[config.mk]
export PLATFORM = sky130hd
export DESIGN_NAME = xcom_qctrl_seq
export DESIGN_NICKNAME = d
export VERILOG_FILES = /design/src/rtl/xcom_qctrl_seq.sv
export SDC_FILE = /design/constraint.sdc
export NUM_CORES = 1
export LEC_CHECK = 0
export CAP_MARGIN = 20
export CELL_PAD_IN_SITES_DETAIL_PLACEMENT = 0
export CELL_PAD_IN_SITES_GLOBAL_PLACEMENT = 2
export CORE_MARGIN = 2
export CORE_UTILIZATION = 30
export CTS_CLUSTER_DIAMETER = 80
export DETAILED_ROUTE_END_ITERATION = 16
export DONT_BUFFER_PORTS = 1
export HOLD_SLACK_MARGIN = 0.15
export PLACE_DENSITY = 0.56
export SYNTH_ARGS = -nofsm -noshare
export SYNTH_HDL_FRONTEND = slang
export SYNTH_HIERARCHICAL = 1
export SYNTH_SLANG_ARGS = --single-unit
export TNS_END_PERCENT = 20
[constraint.sdc]
create_clock -name t_clk_i -period 6.9 [get_ports t_clk_i]
set_clock_uncertainty 0.1 [all_clocks]
set_input_delay 1.035 -clock t_clk_i [delete_from_list [all_inputs] [get_ports t_clk_i]]
set_output_delay 1.035 -clock t_clk_i [all_outputs]
set_load 0.1 [all_outputs]
[src/rtl/xcom_qctrl_seq.sv]
// Request queue: stores {is_sync, code} entries until the sequencer pops them.
// Latency: a push at edge E is visible at the head after E; a pop takes effect at the next edge.
// Backpressure: wr_rdy drops when full unless a pop happens in the same cycle; clr empties the queue.
module xcom_qctrl_fifo #(
    parameter int W     = 4,
    parameter int DEPTH = 4
) (
    input  logic                     t_clk_i,
    input  logic                     t_rst_ni,
    input  logic                     clr,
    input  logic                     wr_vld,
    input  logic [W-1:0]             wr_dat,
    output logic                     wr_rdy,
    input  logic                     rd_rdy,
    output logic                     rd_vld,
    output logic [W-1:0]             rd_dat,
    output logic [$clog2(DEPTH):0]   level
);
    localparam int AW = $clog2(DEPTH);

    logic [W-1:0]  mem [DEPTH];
    logic [AW-1:0] wr_ptr;
    logic [AW-1:0] rd_ptr;
    logic          wr_en;
    logic          rd_en;

    assign rd_vld = (level != '0);
    assign rd_en  = rd_vld & rd_rdy;
    // A pop in the same cycle frees a slot, so a full queue can still accept.
    assign wr_rdy = (level != (AW+1)'(DEPTH)) | rd_en;
    assign wr_en  = wr_vld & wr_rdy;
    assign rd_dat = mem[rd_ptr];

    always_ff @(posedge t_clk_i or negedge t_rst_ni) begin
        if (!t_rst_ni) begin
            wr_ptr <= '0;
            rd_ptr <= '0;
            level  <= '0;
        end else if (clr) begin
            wr_ptr <= '0;
            rd_ptr <= '0;
            level  <= '0;
        end else begin
            if (wr_en) wr_ptr <= wr_ptr + AW'(1);
            if (rd_en) rd_ptr <= rd_ptr + AW'(1);
            level <= level + (AW+1)'(wr_en) - (AW+1)'(rd_en);
        end
    end

    always_ff @(posedge t_clk_i) begin
        if (wr_en && !clr) mem[wr_ptr] <= wr_dat;
    end
endmodule

// Quick-control sequencer: queues ctrl/sync requests and plays each as a one-hot pulse of PULSE_LEN cycles.
// Latency: request sampled at E -> pulse from E+1 when idle; sync pulse rises 3 edges after pulse_sync_i.
// Backpressure: none upstream; requests hitting a full queue (or losing a ctrl/sync collision) are dropped with drop_o.
module xcom_qctrl_seq #(
    parameter int CW         = 3,
    parameter int PULSE_LEN  = 8,
    parameter int FIFO_DEPTH = 4,
    parameter int SYNC_TO    = 1024,
    parameter int SYNC_CMD   = 6
) (
    input  logic                          t_clk_i,
    input  logic                          t_rst_ni,
    input  logic                          pulse_sync_i,
    input  logic                          qctrl_req_i,
    input  logic [CW-1:0]                 qctrl_dt_i,
    input  logic                          qsync_req_i,
    input  logic                          flush_i,
    output logic [2**CW-1:0]              ctrl_o,
    output logic                          busy_o,
    output logic [$clog2(FIFO_DEPTH):0]   level_o,
    output logic                          drop_o,
    output logic                          sync_to_o
);
    localparam int             CNT_W     = $clog2(PULSE_LEN + SYNC_TO + 1) + 1;
    localparam logic [CW-1:0]  SYNC_CODE = CW'(SYNC_CMD);
    localparam logic [1:0]     ST_IDLE   = 2'd0;
    localparam logic [1:0]     ST_WSYNC  = 2'd1;
    localparam logic [1:0]     ST_EXEC   = 2'd2;

    typedef struct packed {
        logic          is_sync;
        logic [CW-1:0] code;
    } req_t;

    logic             sync_q1, sync_q2, sync_q3;
    logic             sync_edge;
    logic [1:0]       state;
    logic [CNT_W-1:0] cnt;
    logic [CW-1:0]    cmd_code;
    req_t             wr_dat;
    req_t             rd_dat;
    logic             req_any;
    logic             fifo_wr_vld, fifo_wr_rdy;
    logic             fifo_rd_rdy, fifo_rd_vld;
    logic             drop_nxt;

    always_ff @(posedge t_clk_i or negedge t_rst_ni) begin
        if (!t_rst_ni) begin
            sync_q1 <= 1'b0;
            sync_q2 <= 1'b0;
            sync_q3 <= 1'b0;
        end else begin
            sync_q1 <= pulse_sync_i;
            sync_q2 <= sync_q1;
            sync_q3 <= sync_q2;
        end
    end
    assign sync_edge = sync_q2 & ~sync_q3;

    // Sync wins a same-cycle collision; the ctrl request is the one discarded.
    always_comb begin
        wr_dat.is_sync = qsync_req_i;
        wr_dat.code    = qsync_req_i ? SYNC_CODE : qctrl_dt_i;
    end

    assign req_any     = qsync_req_i | qctrl_req_i;
    assign fifo_wr_vld = req_any & ~flush_i;
    assign fifo_rd_rdy = (state == ST_IDLE) & ~flush_i;
    assign drop_nxt    = ~flush_i & ((qsync_req_i & qctrl_req_i) | (req_any & ~fifo_wr_rdy));

    xcom_qctrl_fifo #(
        .W     (CW + 1),
        .DEPTH (FIFO_DEPTH)
    ) u_fifo (
        .t_clk_i  (t_clk_i),
        .t_rst_ni (t_rst_ni),
        .clr      (flush_i),
        .wr_vld   (fifo_wr_vld),
        .wr_dat   (wr_dat),
        .wr_rdy   (fifo_wr_rdy),
        .rd_rdy   (fifo_rd_rdy),
        .rd_vld   (fifo_rd_vld),
        .rd_dat   (rd_dat),
        .level    (level_o)
    );

    always_ff @(posedge t_clk_i or negedge t_rst_ni) begin
        if (!t_rst_ni) begin
            state     <= ST_IDLE;
            cnt       <= '0;
            cmd_code  <= '0;
            drop_o    <= 1'b0;
            sync_to_o <= 1'b0;
        end else begin
            drop_o    <= drop_nxt;
            sync_to_o <= 1'b0;
            if (flush_i) begin
                state <= ST_IDLE;
                cnt   <= '0;
            end else begin
                case (state)
                    ST_IDLE: begin
                        if (fifo_rd_vld) begin
                            cmd_code <= rd_dat.code;
                            state    <= rd_dat.is_sync ? ST_WSYNC : ST_EXEC;
                            cnt      <= '0;
                        end
                    end
                    ST_WSYNC: begin
                        if (sync_edge) begin
                            state <= ST_EXEC;
                            cnt   <= '0;
                        end else if (SYNC_TO != 0 && cnt == CNT_W'(SYNC_TO - 1)) begin
                            state     <= ST_IDLE;
                            cnt       <= '0;
                            sync_to_o <= 1'b1;
                        end else begin
                            cnt <= cnt + CNT_W'(1);
                        end
                    end
                    ST_EXEC: begin
                        if (cnt == CNT_W'(PULSE_LEN - 1)) begin
                            state <= ST_IDLE;
                            cnt   <= '0;
                        end else begin
                            cnt <= cnt + CNT_W'(1);
                        end
                    end
                    default: begin
                        state <= ST_IDLE;
                        cnt   <= '0;
                    end
                endcase
            end
        end
    end

    // Code 0 is a NOP: it occupies the sequencer but drives no line.
    always_comb begin
        ctrl_o = '0;
        if (state == ST_EXEC && cmd_code != '0) ctrl_o[cmd_code] = 1'b1;
    end

    assign busy_o = fifo_rd_vld | (state != ST_IDLE);
endmodule

==> results.md, run 1 <==
- **status** completed
- **detail-routed net length per standard cell** 15.4 um
- **TritonCTS clock tree** built
- **GPL Wtd Cong** 0.759
- **Gate power share** 0.328
- **vias in the first global route** 1582
- **post-CTS resize count** 0
- **1st-iter DRT viols** 87
- **port buffer count** 0
- **clock-pin slew on the worst setup and hold paths** 0.09 ns
- **Initial Util** 0.306
- **clock root buffer** sky130_fd_sc_hd__clkbuf_8
- **number of antenna violations at the first check in global routing** 0
- **number of flops mapped to enable cells by yosys** 16
- **filler cell count** 793
- **final cycle utilization of the critical path** 0.548
- **die width** 92.0 um
- **detailed placement HPWL** 3540 um
- **commonest non-fill, non-tap cells in the layout** sky130_fd_sc_hd__dfrtp_1 (29), sky130_fd_sc_hd__nor2_1 (17), sky130_fd_sc_hd__nand2_1 (16), sky130_fd_sc_hd__edfxtp_1 (16), sky130_fd_sc_hd__inv_1 (10)
- **CP arrival** 3.91 ns
- **share of post-route cells with drive strength above 1** 0.172
- **number of distinct library cell variants in the gate-level netlist after synthesis** 50
- **final count of pins violating max slew** 0
- **number of setup buffers added after CTS** 0
- **worst-margin pin slew** 1.13 ns
- **endpoint class of the critical path** flop
- **Clock Latency Late Sink** 0.31 ns
- **via density per instance** 4.98
- **total iterations of the first detailed-routing run** 4
- **H-tree level count** 2
- **max-cap viol count** 0
- **type of the most critical hold path** reg2reg
- **sequential element share of the synthesized area** 0.519
- **Antenna diodes** 0
- **area enclosed by the die boundary** 0.00847 sq mm
- **Area Growth Syn to Fin** 10.1%
- **die boundary height** 92.0 um
- **path type of the worst setup path** reg2reg
- **relative contribution of the clock network to total power** 0.199
- **Crit path required time** 7.03 ns
- **total internal power** 0.483 mW
- **total global routing overflow** 0
- **commonest non-fill, non-tap cell in the layout** sky130_fd_sc_hd__dfrtp_1
- **DRC errors left** 0
- **Lkg Pwr** 0.991 nW
- **net switching power** 0.388 mW
- **total power divided by cell area** 340 mW/mm^2
- **placement row count** 32
- **top flip-flop cell by instance count after synthesis** sky130_fd_sc_hd__dfrtp_1
- **hold-fix buffer count after cts** 0
- **global-route wire length before repair** 8140 um
- **total routing resource utilization after global routing** 0.124
- **kind of start point of the critical path** flop
- **Net Sw Frac** 0.446
- **vias post-DR** 1550
- **yosys synthesis warning count** 6
- **nets** 227
- **maximum number of pins on one net before global-route repair** 30
- **number of cells produced by synthesis** 206
- **post-route cell area** 0.00256 sq mm
- **post-place instance area** 0.00246 sq mm
- **highest clock frequency the design can meet** 264 MHz
- **maximum buffer depth of the clock tree** 2
- **Hold Violations, Final** 0
- **boundary pin count** 23
- **CTS Sinks** 45
- **share of synthesized registers carrying an async set or reset** 0.644
- **time the final worst path needs with I/O delays and setup** 3.78 ns
- **final count of negative-setup-slack endpoints** 0
- **post-synth net total** 225
- **CTS buffer count** 5
- **post-route ant nets** 0
- **total length of routed wires** 4800 um
- **number of register bits inferred by synthesis** 45
- **maximum vdd ir drop** 0.189 mV
- **Flop pwr share** 0.473
- **setup TNS after final layout** 0 ns
- **netlist area before placement** 0.00232 sq mm
- **critical-path maximum fanout** 16
- **area of the core region** 0.00761 sq mm
- **Slew headroom** 0.244
- **RSZ-0062 raised after global routing** no
- **mean post-synth cell area** 11.3 sq um
-- power by group through the flow --
stage          logic, mW  registers [mW]  clock network (mW)
2_1_floorplan      0.245           0.400                   0
3_3_place_gp       0.279           0.416                   0
3_5_place_dp       0.287           0.419                   0
4_1_cts            0.288           0.413               0.179
5_1_grt            0.315           0.421               0.189
6_report           0.286           0.412               0.174
-- stage by stage --
| stage | setup WS (ns) | util | hold slack (ns) | power [mW] | std cells |
|---|---|---|---|---|---|
| 3_5_place_dp | 3.09 | 0.324 | 0.236 | 0.706 | 303 |
| 6_report | 3.12 | 0.336 | 0.261 | 0.871 | 311 |
| 4_1_cts | 3.09 | 0.336 | 0.268 | 0.880 | 311 |
| 5_1_grt | 2.79 | 0.336 | 0.279 | 0.925 | 311 |
| 2_1_floorplan | 2.93 | - | 0.231 | 0.645 | 206 |
| 3_3_place_gp | 3.17 | 0.323 | 0.243 | 0.696 | 302 |
-- synthesized netlist by cell type, types with 2 or more instances --
cell type,number,area share
sky130_fd_sc_hd__a21o_1,5,0.016
sky130_fd_sc_hd__a21oi_1,5,0.011
sky130_fd_sc_hd__a22o_1,4,0.015
sky130_fd_sc_hd__a31oi_1,5,0.013
sky130_fd_sc_hd__buf_2,2,0.0043
sky130_fd_sc_hd__clkbuf_1,3,0.0048
sky130_fd_sc_hd__dfrtp_1,29,0.31
sky130_fd_sc_hd__edfxtp_1,16,0.21
sky130_fd_sc_hd__ha_1,9,0.048
sky130_fd_sc_hd__inv_1,10,0.016
sky130_fd_sc_hd__mux2_2,4,0.019
sky130_fd_sc_hd__mux4_2,4,0.039
sky130_fd_sc_hd__nand2_1,16,0.026
sky130_fd_sc_hd__nand2b_1,7,0.019
sky130_fd_sc_hd__nand3_1,9,0.019
sky130_fd_sc_hd__nand3b_1,3,0.0097
sky130_fd_sc_hd__nand4b_1,2,0.0075
sky130_fd_sc_hd__nor2_1,23,0.037
sky130_fd_sc_hd__nor2b_1,3,0.0081
sky130_fd_sc_hd__nor3_1,4,0.0086
sky130_fd_sc_hd__nor3b_1,4,0.013
sky130_fd_sc_hd__nor4_2,2,0.011
sky130_fd_sc_hd__o21ai_0,2,0.0043
sky130_fd_sc_hd__o21ai_1,3,0.0065
sky130_fd_sc_hd__o22ai_1,2,0.0054
sky130_fd_sc_hd__or2_2,3,0.0081
sky130_fd_sc_hd__or3_1,2,0.0054
sky130_fd_sc_hd__xor2_1,3,0.011
-- area by class of cell --
class,instances,area [sq um],share of cell area
flip-flops and latches,45,1210,0.471
repair buffers,2,32.5,0.0127
clock buffers,5,68.8,0.0269
clock inverters,3,25.0,0.00978
multi-input cells,144,1060,0.415
well taps,102,128,0.0499
inverters,10,37.5,0.0147
-- final timing paths --
check | slack [ns] | depth (start not counted) | to | start
worst max-delay path | 3.12 | 6 | cnt[3] | u_fifo/level[1]
max in group asynchronous | 6.31 | 0 | cnt[6] | t_rst_ni
worst min register to register | 0.26 | 0 | sync_q2 | sync_q1
worst max register to register | 3.12 | 6 | cnt[3] | u_fifo/level[1]
min in group asynchronous | 0.31 | 0 | cmd_code[2] | t_rst_ni
worst min-delay path | 0.26 | 0 | sync_q2 | sync_q1
-- state kept, by name, summed over array words and instances, names as in the netlist --
| signal | cells |
|---|---|
| sync_q3 | 1 |
| drop_o | 1 |
| u_fifo/level | 3 |
| cmd_code | 3 |
| sync_to_o | 1 |
| state | 2 |
| u_fifo/mem | 16 |
| sync_q2 | 1 |
| u_fifo/rd_ptr | 2 |
| cnt | 12 |
| sync_q1 | 1 |
| u_fifo/wr_ptr | 2 |
-- routing by layer --
metal,track usage,share of wire,vias up,routed length [um]
met3,0.0329,0.039,6,188
li1,-,-,743,-
met2,0.192,0.46,30,2200
met4,0.0373,0.014,0,65
met1,0.172,0.49,771,2350
met5,0,0,-,0
-- cell families after synthesis --
family / after synthesis / synth area share
compound gates: 34 / 0.113
fa+ha+maj: 10 / 0.0571
mux: 9 / 0.0624
other cells: 1 / 0.00161
simple gates: 87 / 0.202
buf+inv: 17 / 0.0334
flops: 45 / 0.519
xor+xnor: 3 / 0.0113
-- critical path, cell delays in order (launching register included) --
cell and delay (ns):
sky130_fd_sc_hd__dfrtp_1 1.05, sky130_fd_sc_hd__or3_2 0.29, sky130_fd_sc_hd__nand2b_1 0.87, sky130_fd_sc_hd__nand2_1 0.16, sky130_fd_sc_hd__o32ai_2 0.86, sky130_fd_sc_hd__a41oi_1 0.19, sky130_fd_sc_hd__a31oi_1 0.17
(Power assumes the default switching activity.)
==> inputs of run 2 (changes only) <==
==> constraint.sdc (replaced) <==
create_clock -name t_clk_i -period 3.5 [get_ports t_clk_i]
set_clock_uncertainty 0.1 [all_clocks]
set_input_delay 0.525 -clock t_clk_i [delete_from_list [all_inputs] [get_ports t_clk_i]]
set_output_delay 0.525 -clock t_clk_i [all_outputs]
set_load 0.1 [all_outputs]
==> run 2 against run 1 <==
  * Clock power up 130%
  * Die area is the same
  * Sequential power grew 66%
  * Total power is 110% higher
  * Register-to-register slack lost 2.5 ns
  * Critical path depth grew 7
  * Utilization up 1.8 points
  * First-iteration DRC count grew 21%
  * Setup slack got worse by 2.5 ns
  * Count of clock-buffer cells in the layout did not move
  * Fmax is 33% higher
  * Flip-flop and latch count stayed put
==> results.md, run 2 (synthesis results as in run 1) <==
- **CP arrival** 2.97 ns, -0.94 ns
- **Lkg Pwr** 1.07 nW, +8.1%
- **post-route ant nets** 0, unchanged
- **number of cell instances on the worst register-to-register path** 13, +7
- **total routing resource utilization after global routing** 0.124, -0.000568
- **critical-path maximum fanout** 5, -11
- **status** completed
- **commonest non-fill, non-tap cell in the layout** sky130_fd_sc_hd__dfrtp_1
- **setup TNS after final layout** 0 ns, unchanged
- **die width** 92.0 um, unchanged
- **Area Growth Syn to Fin** 15.9%
- **Initial Util** 0.306, unchanged
- **port buffer count** 0, unchanged
- **flip-flop count of the largest register after layout** 16, unchanged
- **RR Startpoint** state[0]
- **registers with the most flip-flops** u_fifo/mem: 16 flops, cnt: 12 flops
- **nets** 240, +5.7%
- **global-route wire length before repair** 8120 um, -0.17%
- **Crit path required time** 3.62 ns, -3.41 ns
- **vias in the first global route** 1606, +1.5%
- **post-route cell area** 0.00270 sq mm, +5.3%
- **Slew headroom** 0.294, +0.0498
- **flop-to-flop setup slack** 0.65 ns, -2.47 ns
- **CTS Sinks** 45, unchanged
- **detailed placement HPWL** 3570 um, +1.0%
- **maximum buffer depth of the clock tree** 2, unchanged
- **TritonCTS clock tree** built
- **1st-iter DRT viols** 105, +21%
- **post-CTS resize count** 0, unchanged
- **total global routing overflow** 0, unchanged
- **Hold Violations, Final** 0, unchanged
- **max-cap viol count** 0, unchanged
- **final count of pins violating max slew** 0, unchanged
- **placement row count** 32, unchanged
- **GPL Wtd Cong** 0.751, -1.1%
- **total power divided by cell area** 682 mW/mm^2, +100%
- **post-place instance area** 0.00254 sq mm, +3.0%
- **register bank with the most flops** u_fifo/mem
- **clock root buffer** sky130_fd_sc_hd__clkbuf_8
- **worst-margin pin slew** 1.06 ns, -0.0748 ns
- **RSZ-0062 raised after global routing** no
- **Clock Latency Late Sink** 0.30 ns, about the same
- **via density per instance** 4.96, -0.42%
- **DRC errors left** 0, unchanged
- **H-tree level count** 2, unchanged
- **path type of the worst setup path** reg2reg
- **worst r2r dst** u_fifo/level[2]
- **Critical Path End** u_fifo/level[2]
- **share of post-route cells with drive strength above 1** 0.212, +0.0395
- **vias post-DR** 1608, +3.7%
- **final count of negative-setup-slack endpoints** 0, unchanged
- **total length of routed wires** 4870 um, +1.6%
- **time the final worst path needs with I/O delays and setup** 2.85 ns, -0.929 ns
- **number of antenna violations at the first check in global routing** 0, unchanged
- **detail-routed net length per standard cell** 15.0 um, -2.5%
- **die boundary height** 92.0 um, unchanged
- **maximum number of pins on one net before global-route repair** 30, unchanged
- **area of the core region** 0.00761 sq mm, unchanged
- **kind of start point of the critical path** flop
- **final cycle utilization of the critical path** 0.815, +0.267
- **type of the most critical hold path** in2reg
- **boundary pin count** 23, unchanged
- **CTS buffer count** 5, unchanged
- **Antenna diodes** 0, unchanged
- **final hold slack** 0.173 ns, -0.0873 ns
- **filler cell count** 798, +0.63%
- **clock-pin slew on the worst setup and hold paths** 0.09 ns, about the same
- **worst setup path startpoint** state[0]
- **highest clock frequency the design can meet** 351 MHz, +33%
- **area enclosed by the die boundary** 0.00847 sq mm, unchanged
- **total power of the final layout** 1.84 mW, +110%
- **commonest non-fill, non-tap cells in the layout** sky130_fd_sc_hd__dfrtp_1 (29), sky130_fd_sc_hd__nor2_1 (17), sky130_fd_sc_hd__nand2_1 (16), sky130_fd_sc_hd__edfxtp_1 (16), sky130_fd_sc_hd__buf_4 (11)
- **maximum vdd ir drop** 0.543 mV, +190%
- **endpoint class of the critical path** flop
- **total iterations of the first detailed-routing run** 4, unchanged
==> run 2: metal layers <==
layer,up-vias,global-route usage,share of wire
met2,30,0.197,0.48
met1,803,0.165,0.47
met5,-,0,0
li1,769,-,-
met4,0,0.0410,0.014
met3,6,0.0320,0.037
==> run 2: worst max-delay path, cell delays in order, from the launching register on <==
cell and delay [ns]:
sky130_fd_sc_hd__dfrtp_1 0.38, sky130_fd_sc_hd__inv_1 0.08, sky130_fd_sc_hd__ha_1 0.21, sky130_fd_sc_hd__inv_1 0.10, sky130_fd_sc_hd__nor2_1 0.09, sky130_fd_sc_hd__or4b_1 0.62, sky130_fd_sc_hd__and2_4 0.22, sky130_fd_sc_hd__a21o_1 0.17
sky130_fd_sc_hd__ha_1 0.17, sky130_fd_sc_hd__inv_1 0.06, sky130_fd_sc_hd__fa_1 0.17, sky130_fd_sc_hd__xor2_1 0.17, sky130_fd_sc_hd__nor2_1 0.06, sky130_fd_sc_hd__nor3_1 0.17
==> run 2: what timing repair did <==
item,4_1_cts,5_1_grt
hold endpoints to repair,30,0
setup buffers,0,0
hold buffers,3,0
==> run 2: worst min-delay path by stage <==
stage	slack (ns)	cells past startpoint	start	endpoint
finish	0.17	1	flush_i	u_fifo/level[1]
global route	0.16	1	flush_i	u_fifo/level[1]
CTS	0.16	1	flush_i	u_fifo/level[1]
detailed placement	0.13	0	t_rst_ni	cnt[4]
global placement	0.13	0	t_rst_ni	cnt[4]
floorplan	0.13	0	t_rst_ni	cmd_code[0]
==> run 2: power breakdown <==
part / internal [mW] / switching (mW)
clock network: 0.214 / 0.188
logic: 0.246 / 0.508
registers: 0.607 / 0.0768
total: 1.07 / 0.773
==> run 2: area by class of cell <==
type	count	area [sq um]	area share
Clock inverter	3	46.3	0.0172
Inverter	10	37.5	0.0139
Clock buffer	5	68.8	0.0255
Sequential cell	45	1210	0.448
Multi-Input combinational cell	144	1060	0.394
Tap cell	102	128	0.0474
Timing Repair Buffer	15	148	0.0548
==> run 2: per-stage QoR <==
step / std cells / utilization / setup WS, ns
3_5_place_dp: 313 / 0.334 / 0.675
5_1_grt: 324 / 0.354 / 0.385
4_1_cts: 324 / 0.354 / 0.658
3_3_place_gp: 313 / 0.334 / 0.742
6_report: 324 / 0.354 / 0.647
2_1_floorplan: 206 / - / 0.0357
